[src/rtl/ram_loader_if.sv]
// Byte-wide valid/ready stream feeding the RAM loader (e.g. from a UART receiver).
interface ram_loader_if;
  logic       in_valid;
  logic [7:0] in_data;
  logic       in_ready;

  modport master (output in_valid, output in_data, input in_ready);
  modport slave  (input in_valid, input in_data, output in_ready);
endinterface

[src/rtl/ram_loader.sv]
// Parses TARGET/LEN/payload/CHK frames from a byte stream and writes little-endian
// 32-bit words into the instruction or data RAM, then verifies an XOR checksum.
module ram_loader #(
  parameter int ADDR_WIDTH = 10
) (
  input  logic                  clock,
  input  logic                  reset,
  ram_loader_if.slave           in_bus,
  output logic                  fetch_ram_load,
  output logic                  mem_ram_load,
  output logic                  ram_we,
  output logic [ADDR_WIDTH-1:0] ram_addr,
  output logic [31:0]           ram_wdata,
  output logic                  busy,
  output logic                  done,
  output logic                  error
);

  localparam logic [2:0] S_IDLE   = 3'd0;
  localparam logic [2:0] S_LEN_LO = 3'd1;
  localparam logic [2:0] S_LEN_HI = 3'd2;
  localparam logic [2:0] S_DATA   = 3'd3;
  localparam logic [2:0] S_CHECK  = 3'd4;

  localparam logic [7:0]  TGT_INSTR = 8'h49;
  localparam logic [7:0]  TGT_DATA  = 8'h44;
  localparam logic [16:0] MAX_WORDS = 17'd1 << ADDR_WIDTH;

  logic [2:0]            state_r;
  logic [7:0]            len_lo_r;
  logic [16:0]           remaining_r;
  logic [1:0]            byte_idx_r;
  logic [ADDR_WIDTH-1:0] addr_cnt_r;
  logic [7:0]            chk_r;
  logic [23:0]           word_r;
  logic                  in_ready_r;
  logic                  fetch_load_r;
  logic                  mem_load_r;
  logic                  busy_r;
  logic                  ram_we_r;
  logic [ADDR_WIDTH-1:0] ram_addr_r;
  logic [31:0]           ram_wdata_r;
  logic                  done_r;
  logic                  error_r;

  logic                  xfer_s;
  logic [15:0]           len_s;

  assign xfer_s = in_bus.in_valid & in_ready_r;
  assign len_s  = {in_bus.in_data, len_lo_r};

  assign in_bus.in_ready = in_ready_r;
  assign fetch_ram_load  = fetch_load_r;
  assign mem_ram_load    = mem_load_r;
  assign busy            = busy_r;
  assign ram_we          = ram_we_r;
  assign ram_addr        = ram_addr_r;
  assign ram_wdata       = ram_wdata_r;
  assign done            = done_r;
  assign error           = error_r;

  // Frame parser: state, word assembly, checksum and all registered outputs.
  always_ff @(posedge clock or negedge reset) begin
    if (!reset) begin
      state_r      <= S_IDLE;
      len_lo_r     <= 8'h00;
      remaining_r  <= 17'd0;
      byte_idx_r   <= 2'd0;
      addr_cnt_r   <= '0;
      chk_r        <= 8'h00;
      word_r       <= 24'h000000;
      in_ready_r   <= 1'b1;
      fetch_load_r <= 1'b0;
      mem_load_r   <= 1'b0;
      busy_r       <= 1'b0;
      ram_we_r     <= 1'b0;
      ram_addr_r   <= '0;
      ram_wdata_r  <= 32'h00000000;
      done_r       <= 1'b0;
      error_r      <= 1'b0;
    end else begin
      in_ready_r <= 1'b1;
      ram_we_r   <= 1'b0;
      done_r     <= 1'b0;
      error_r    <= 1'b0;
      if (xfer_s) begin
        case (state_r)
          S_IDLE: begin
            // Every frame starts from a clean address, lane and checksum.
            addr_cnt_r <= '0;
            byte_idx_r <= 2'd0;
            chk_r      <= 8'h00;
            word_r     <= 24'h000000;
            if (in_bus.in_data == TGT_INSTR) begin
              fetch_load_r <= 1'b1;
              busy_r       <= 1'b1;
              state_r      <= S_LEN_LO;
            end else if (in_bus.in_data == TGT_DATA) begin
              mem_load_r <= 1'b1;
              busy_r     <= 1'b1;
              state_r    <= S_LEN_LO;
            end else begin
              error_r <= 1'b1;
            end
          end
          S_LEN_LO: begin
            len_lo_r <= in_bus.in_data;
            state_r  <= S_LEN_HI;
          end
          S_LEN_HI: begin
            if ({1'b0, len_s} > MAX_WORDS) begin
              error_r      <= 1'b1;
              fetch_load_r <= 1'b0;
              mem_load_r   <= 1'b0;
              busy_r       <= 1'b0;
              state_r      <= S_IDLE;
            end else if (len_s == 16'd0) begin
              state_r <= S_CHECK;
            end else begin
              remaining_r <= {1'b0, len_s};
              state_r     <= S_DATA;
            end
          end
          S_DATA: begin
            chk_r      <= chk_r ^ in_bus.in_data;
            byte_idx_r <= byte_idx_r + 2'd1;
            case (byte_idx_r)
              2'd0: word_r[7:0]   <= in_bus.in_data;
              2'd1: word_r[15:8]  <= in_bus.in_data;
              2'd2: word_r[23:16] <= in_bus.in_data;
              2'd3: begin
                ram_we_r    <= 1'b1;
                ram_addr_r  <= addr_cnt_r;
                ram_wdata_r <= {in_bus.in_data, word_r};
                addr_cnt_r  <= addr_cnt_r + 1'b1;
                remaining_r <= remaining_r - 17'd1;
                if (remaining_r == 17'd1) begin
                  state_r <= S_CHECK;
                end else begin
                  state_r <= S_DATA;
                end
              end
              default: byte_idx_r <= 2'd0;
            endcase
          end
          S_CHECK: begin
            done_r       <= (in_bus.in_data == chk_r);
            error_r      <= (in_bus.in_data != chk_r);
            fetch_load_r <= 1'b0;
            mem_load_r   <= 1'b0;
            busy_r       <= 1'b0;
            state_r      <= S_IDLE;
          end
          default: begin
            fetch_load_r <= 1'b0;
            mem_load_r   <= 1'b0;
            busy_r       <= 1'b0;
            state_r      <= S_IDLE;
          end
        endcase
      end
    end
  end

endmodule
[src/flat_wrapper.sv]
// flat-port wrapper written by rule: the top's interface ports become plain ports
module ram_loader_flat 
#(
  parameter int ADDR_WIDTH = 10
)
  (clock, reset, fetch_ram_load, mem_ram_load, ram_we, ram_addr, ram_wdata, busy, done, error, in_bus_in_valid, in_bus_in_data, in_bus_in_ready);
  ram_loader_if in_bus_i ();
  input  logic clock;
  input  logic reset;
  output logic fetch_ram_load;
  output logic mem_ram_load;
  output logic ram_we;
  output logic [ADDR_WIDTH-1:0] ram_addr;
  output logic [31:0] ram_wdata;
  output logic busy;
  output logic done;
  output logic error;
  input wire logic [$bits(in_bus_i.in_valid)-1:0] in_bus_in_valid;
  input wire logic [$bits(in_bus_i.in_data)-1:0] in_bus_in_data;
  output wire logic [$bits(in_bus_i.in_ready)-1:0] in_bus_in_ready;
  assign in_bus_i.in_valid = in_bus_in_valid;
  assign in_bus_i.in_data = in_bus_in_data;
  assign in_bus_in_ready = in_bus_i.in_ready;
  ram_loader #(.ADDR_WIDTH(ADDR_WIDTH)) u_core (.clock(clock), .reset(reset), .in_bus(in_bus_i), .fetch_ram_load(fetch_ram_load), .mem_ram_load(mem_ram_load), .ram_we(ram_we), .ram_addr(ram_addr), .ram_wdata(ram_wdata), .busy(busy), .done(done), .error(error));
endmodule
[config.mk]
export PLATFORM = sky130hd
export DESIGN_NAME = ram_loader_flat
export DESIGN_NICKNAME = d
export VERILOG_FILES = /design/src/rtl/ram_loader_if.sv /design/src/rtl/ram_loader.sv /design/src/flat_wrapper.sv
export SDC_FILE = /design/constraint.sdc
export NUM_CORES = 1
export LEC_CHECK = 0
export ABC_AREA = 1
export BUFFER_PORTS_ARGS = -buffer_cell sky130_fd_sc_hd__clkbuf_2
export CAP_MARGIN = 20
export CORE_MARGIN = 2
export CORE_UTILIZATION = 41
export DETAILED_ROUTE_END_ITERATION = 10
export GPL_TIMING_DRIVEN = 1
export PLACE_DENSITY_LB_ADDON = 0.12
export SYNTH_ARGS = -nofsm -noshare
export SYNTH_HDL_FRONTEND = slang
export SYNTH_SLANG_ARGS = --single-unit
[constraint.sdc]
create_clock -name clock -period 2.04 [get_ports clock]
set_input_delay 0.204 -clock clock [delete_from_list [all_inputs] [get_ports clock]]
set_output_delay 0.204 -clock clock [all_outputs]
set_load 0.05 [all_outputs]
==> impl_metrics.tcl <==
set metrics [dict create \
    synth_edf_count 0 \
    drt_iter0_markers 272 \
    hold_viol 0 \
    gp_congestion 0.8908 \
    hp-class "primary input to flop" \
    clock-root-buffer "clkbuf_16" \
    ys_ff_latch 120 \
    nets 806 \
    clock_power_share_pct 37.5 \
    cts_sinks 120 \
    drtPass1Iterations 5 \
    grtUsageTotal_pct 19.81 \
    power_frac_seq_pct 38.3 \
    dieArea_mm2 0.01522 \
    synth_ff_type "dfrtp_1" \
    cts_tree "yes" \
    avgSynthCellArea_um2 8.026 \
    drtAntennaViolNets 0 \
    syn-instance-count 728 \
    dieWidth_um 123.4 \
    yosysTopAreaCellShare_pct 51.39 \
    critPathMostFrequentCell "nand2_1" \
    stdcell_count 979 \
    status "finished clean" \
    relSlewSlack_pct 61.78 \
    synthTopCellsByCount "247 x nand2_1, 120 x dfrtp_1, 72 x inv_1, 67 x nor2_1, 61 x o21ai_0" \
    ios 60 \
    cts.path.max_buffers 2 \
    wl_per_cell_um 14.02 \
    first_global_vias 4586 \
    synth_fp_nets 746 \
    cp-end-kind "flop" \
    max_cap_viol_count 0 \
    crit_family "simple AND/OR/NAND/NOR gates" \
    yosysMostFrequentCell "nand2_1" \
    layout_min_cycle_time_ns 1.855 \
    worst_slew_pin_slew_ns 0.5733 \
    routed_wl_mm 13.73 \
    fp.dieH_um 123.4 \
    diodes 0 \
    overflow 0 \
    post-route-drc-count 0 \
    synthDistinctLibCells 29 \
    netSwitchingPower_uw 2548 \
    synth_top_area_cell "dfrtp_1" \
    synth_area_leaders "dfrtp_1 51%, nand2_1 16%, o21ai_0 5.2%" \
    nFillCells 1394 \
    drive_above_1_share_pct 15.02 \
    fin_util_pct 49.04 \
    async_reset_ff_share_pct 100.0 \
    finalClockSkew_ns 0.01306 \
    grt_start_max_net_pins 69 \
    crit_type "flop to flop" \
    cp.required_ns 2.33 \
    start_util_pct 42.09 \
    comb_power_share_pct 24.3 \
    via_per_inst 4.903 \
    ys_seq_area_share_pct 51.39 \
    cp_slowest_cell "dfrtp_1" \
    path_cells "nand2_1 -> nor2_2 -> nand2_2 -> nor2_4 -> inv_2 -> buf_12 -> nand2_1 -> o21ai_1" \
    crit_path_max_fanout 68 \
    synth_area_mm2 0.005843 \
    dp_hpwl_mm 9.521 \
    area.growth.synth_to_final_pct 16.51 \
    coreArea_mm2 0.01388 \
    fmax_mhz 539.1 \
    power_density_mw_per_mm2 1127 \
    setup_tns_ns 0 \
    num_vias 4800 \
    final-setup-viol-count 0 \
    portBuffers 58 \
    cts_setup_buffers 0 \
    htree_levels 4 \
    switching_share_pct 33.20 \
    leakagePower_uw 0.003418 \
    cp-start-kind "flop" \
    yosysWarnings 0 \
    finalCritPeriodShare_pct 90.93 \
    grt_pass1_wl_mm 23.01 \
    rows 43 \
    antenna_found_initial 0 \
    arrival_ns 2.15 \
    max-vdd-ir-drop_mv 0.6013 \
    crit_buf_inv 2 \
    internal_power_uw 5126 \
    rsz0062_at_grt "false" \
    design_area_mm2 0.006808 \
    numCtsBuffers 17 \
    clk_pin_slew_worst_paths_ns 0.05 \
    cp_slowest_stage_delay_ns 0.42 \
    clock_latency_ns 0.42 \
    setup_ws_ns 0.1850 \
    drv_slew 0 \
    place_area_mm2 0.006230 \
    placed_cells 948 \
    pre_cts_slack_ns 0.1795 \
]
==> registers in the layout, indices dropped and copies added (netlist names) <==
signal                 count
u_core.error               1
u_core.word_r             24
u_core.chk_r               8
u_core.mem_ram_load        1
u_core.addr_cnt_r         10
u_core.fetch_ram_load      1
u_core.ram_addr           10
u_core.ram_wdata          32
u_core.len_lo_r            8
u_core.state_r             3
u_core.busy                1
u_core.byte_idx_r          2
u_core.ram_we              1
u_core.done                1
u_core.remaining_r        17
==> stage by stage <==
step | total power, uW | hold WS [ns]
after global placement | 4798 | 0.2331
after detailed placement | 4841 | 0.2443
after floorplan | 4391 | -0.09159
final | 7673 | 0.1821
after CTS | 7752 | 0.1674
after global routing | 8154 | 0.1885
==> logic make-up (layout without fill, tap and decap cells) <==
group           count (synthesis)  count (layout)  share of synthesized area, %
other cells                     1               1                       0.06418
xor+xnor                       12              12                         1.799
simple gates                  373             373                         26.25
compound gates                114             114                         10.36
flops                         120             120                         51.39
fa+ha+maj                       7               7                         1.499
buf+inv                       101             172                         8.629
==> routing by layer <==
metal	part of all wire [%]	vias up	global-route usage, %
met5	0	-	0
met4	1.0	0	6.960
met2	47	96	30.67
li1	-	2412	-
met3	3.9	12	4.982
met1	48	2280	27.06
==> worst paths after layout <==
path	startpoint	endpoint	slack (ns)	depth (start not counted)
max in group asynchronous	reset	u_core.ram_we	1.05	3
max	u_core.state_r[1]	u_core.ram_wdata[17]	0.19	8
min reg2reg	u_core.ram_addr[6]	u_core.ram_addr[6]	0.49	2
max reg2reg	u_core.state_r[1]	u_core.ram_wdata[17]	0.19	8
min in group asynchronous	reset	u_core.remaining_r[12]	0.33	2
min	in_bus_in_valid	u_core.done	0.18	3
==> worst register-to-register path: stages (launching register included) <==
cell and delay [ns]:
dfrtp_1 0.42, nand2_1 0.11, nor2_2 0.17, nand2_2 0.20, nor2_4 0.20, inv_2 0.19
buf_12 0.24, nand2_1 0.15, o21ai_1 0.07
==> layout make-up <==
class / count / area (um^2) / share of cell area [%]
Clock buffer: 22 / 464.2 / 6.819
Clock inverter: 8 / 98.84 / 1.452
Inverter: 77 / 290.3 / 4.264
Multi-Input combinational cell: 507 / 2341 / 34.39
Sequential cell: 120 / 3003 / 44.11
Tap cell: 180 / 225.2 / 3.308
Timing Repair Buffer: 65 / 385.4 / 5.661
==> placed cells by master, fill, tap and decap left out, types with 2 or more instances in the layout <==
cell type	synthesis	routed
clkbuf_16	0	17
nor2_2	4	4
o21ai_0	61	61
nand4_1	7	7
o21ai_1	36	36
a31oi_1	2	2
nand2_1	247	247
nor2_1	67	67
nand3b_1	3	3
nor2_4	2	2
clkinvlp_4	0	2
clkbuf_2	0	57
clkinv_2	1	4
clkbuf_1	4	3
bufinv_16	0	2
buf_4	2	4
nor3_1	5	5
a21oi_1	6	6
clkbuf_8	0	2
ha_1	7	7
xor2_1	3	3
nand3_1	29	29
buf_12	0	3
inv_1	72	71
inv_2	4	5
dfrtp_1	120	120
xnor2_1	9	9
o21ai_2	8	8
nand2_2	7	6
==> power groups by stage <==
| stage | Combinational [uW] | Clock (uW) | Sequential [uW] |
|---|---|---|---|
| floorplan | 1340 | 0 | 3050 |
| global placement | 1840 | 0 | 2960 |
| detailed placement | 1870 | 0 | 2970 |
| CTS | 1880 | 2930 | 2940 |
| global route | 2130 | 3050 | 2980 |
| finish | 1860 | 2880 | 2940 |
==> timing repair <==
action / 4_1_cts / 5_1_grt
endpoints found under the setup margin: 0 / 4
resized for setup: 0 / 2
hold buffers: 1 / 0
endpoints found under the hold margin: 37 / 0
(Power assumes the default switching activity.)
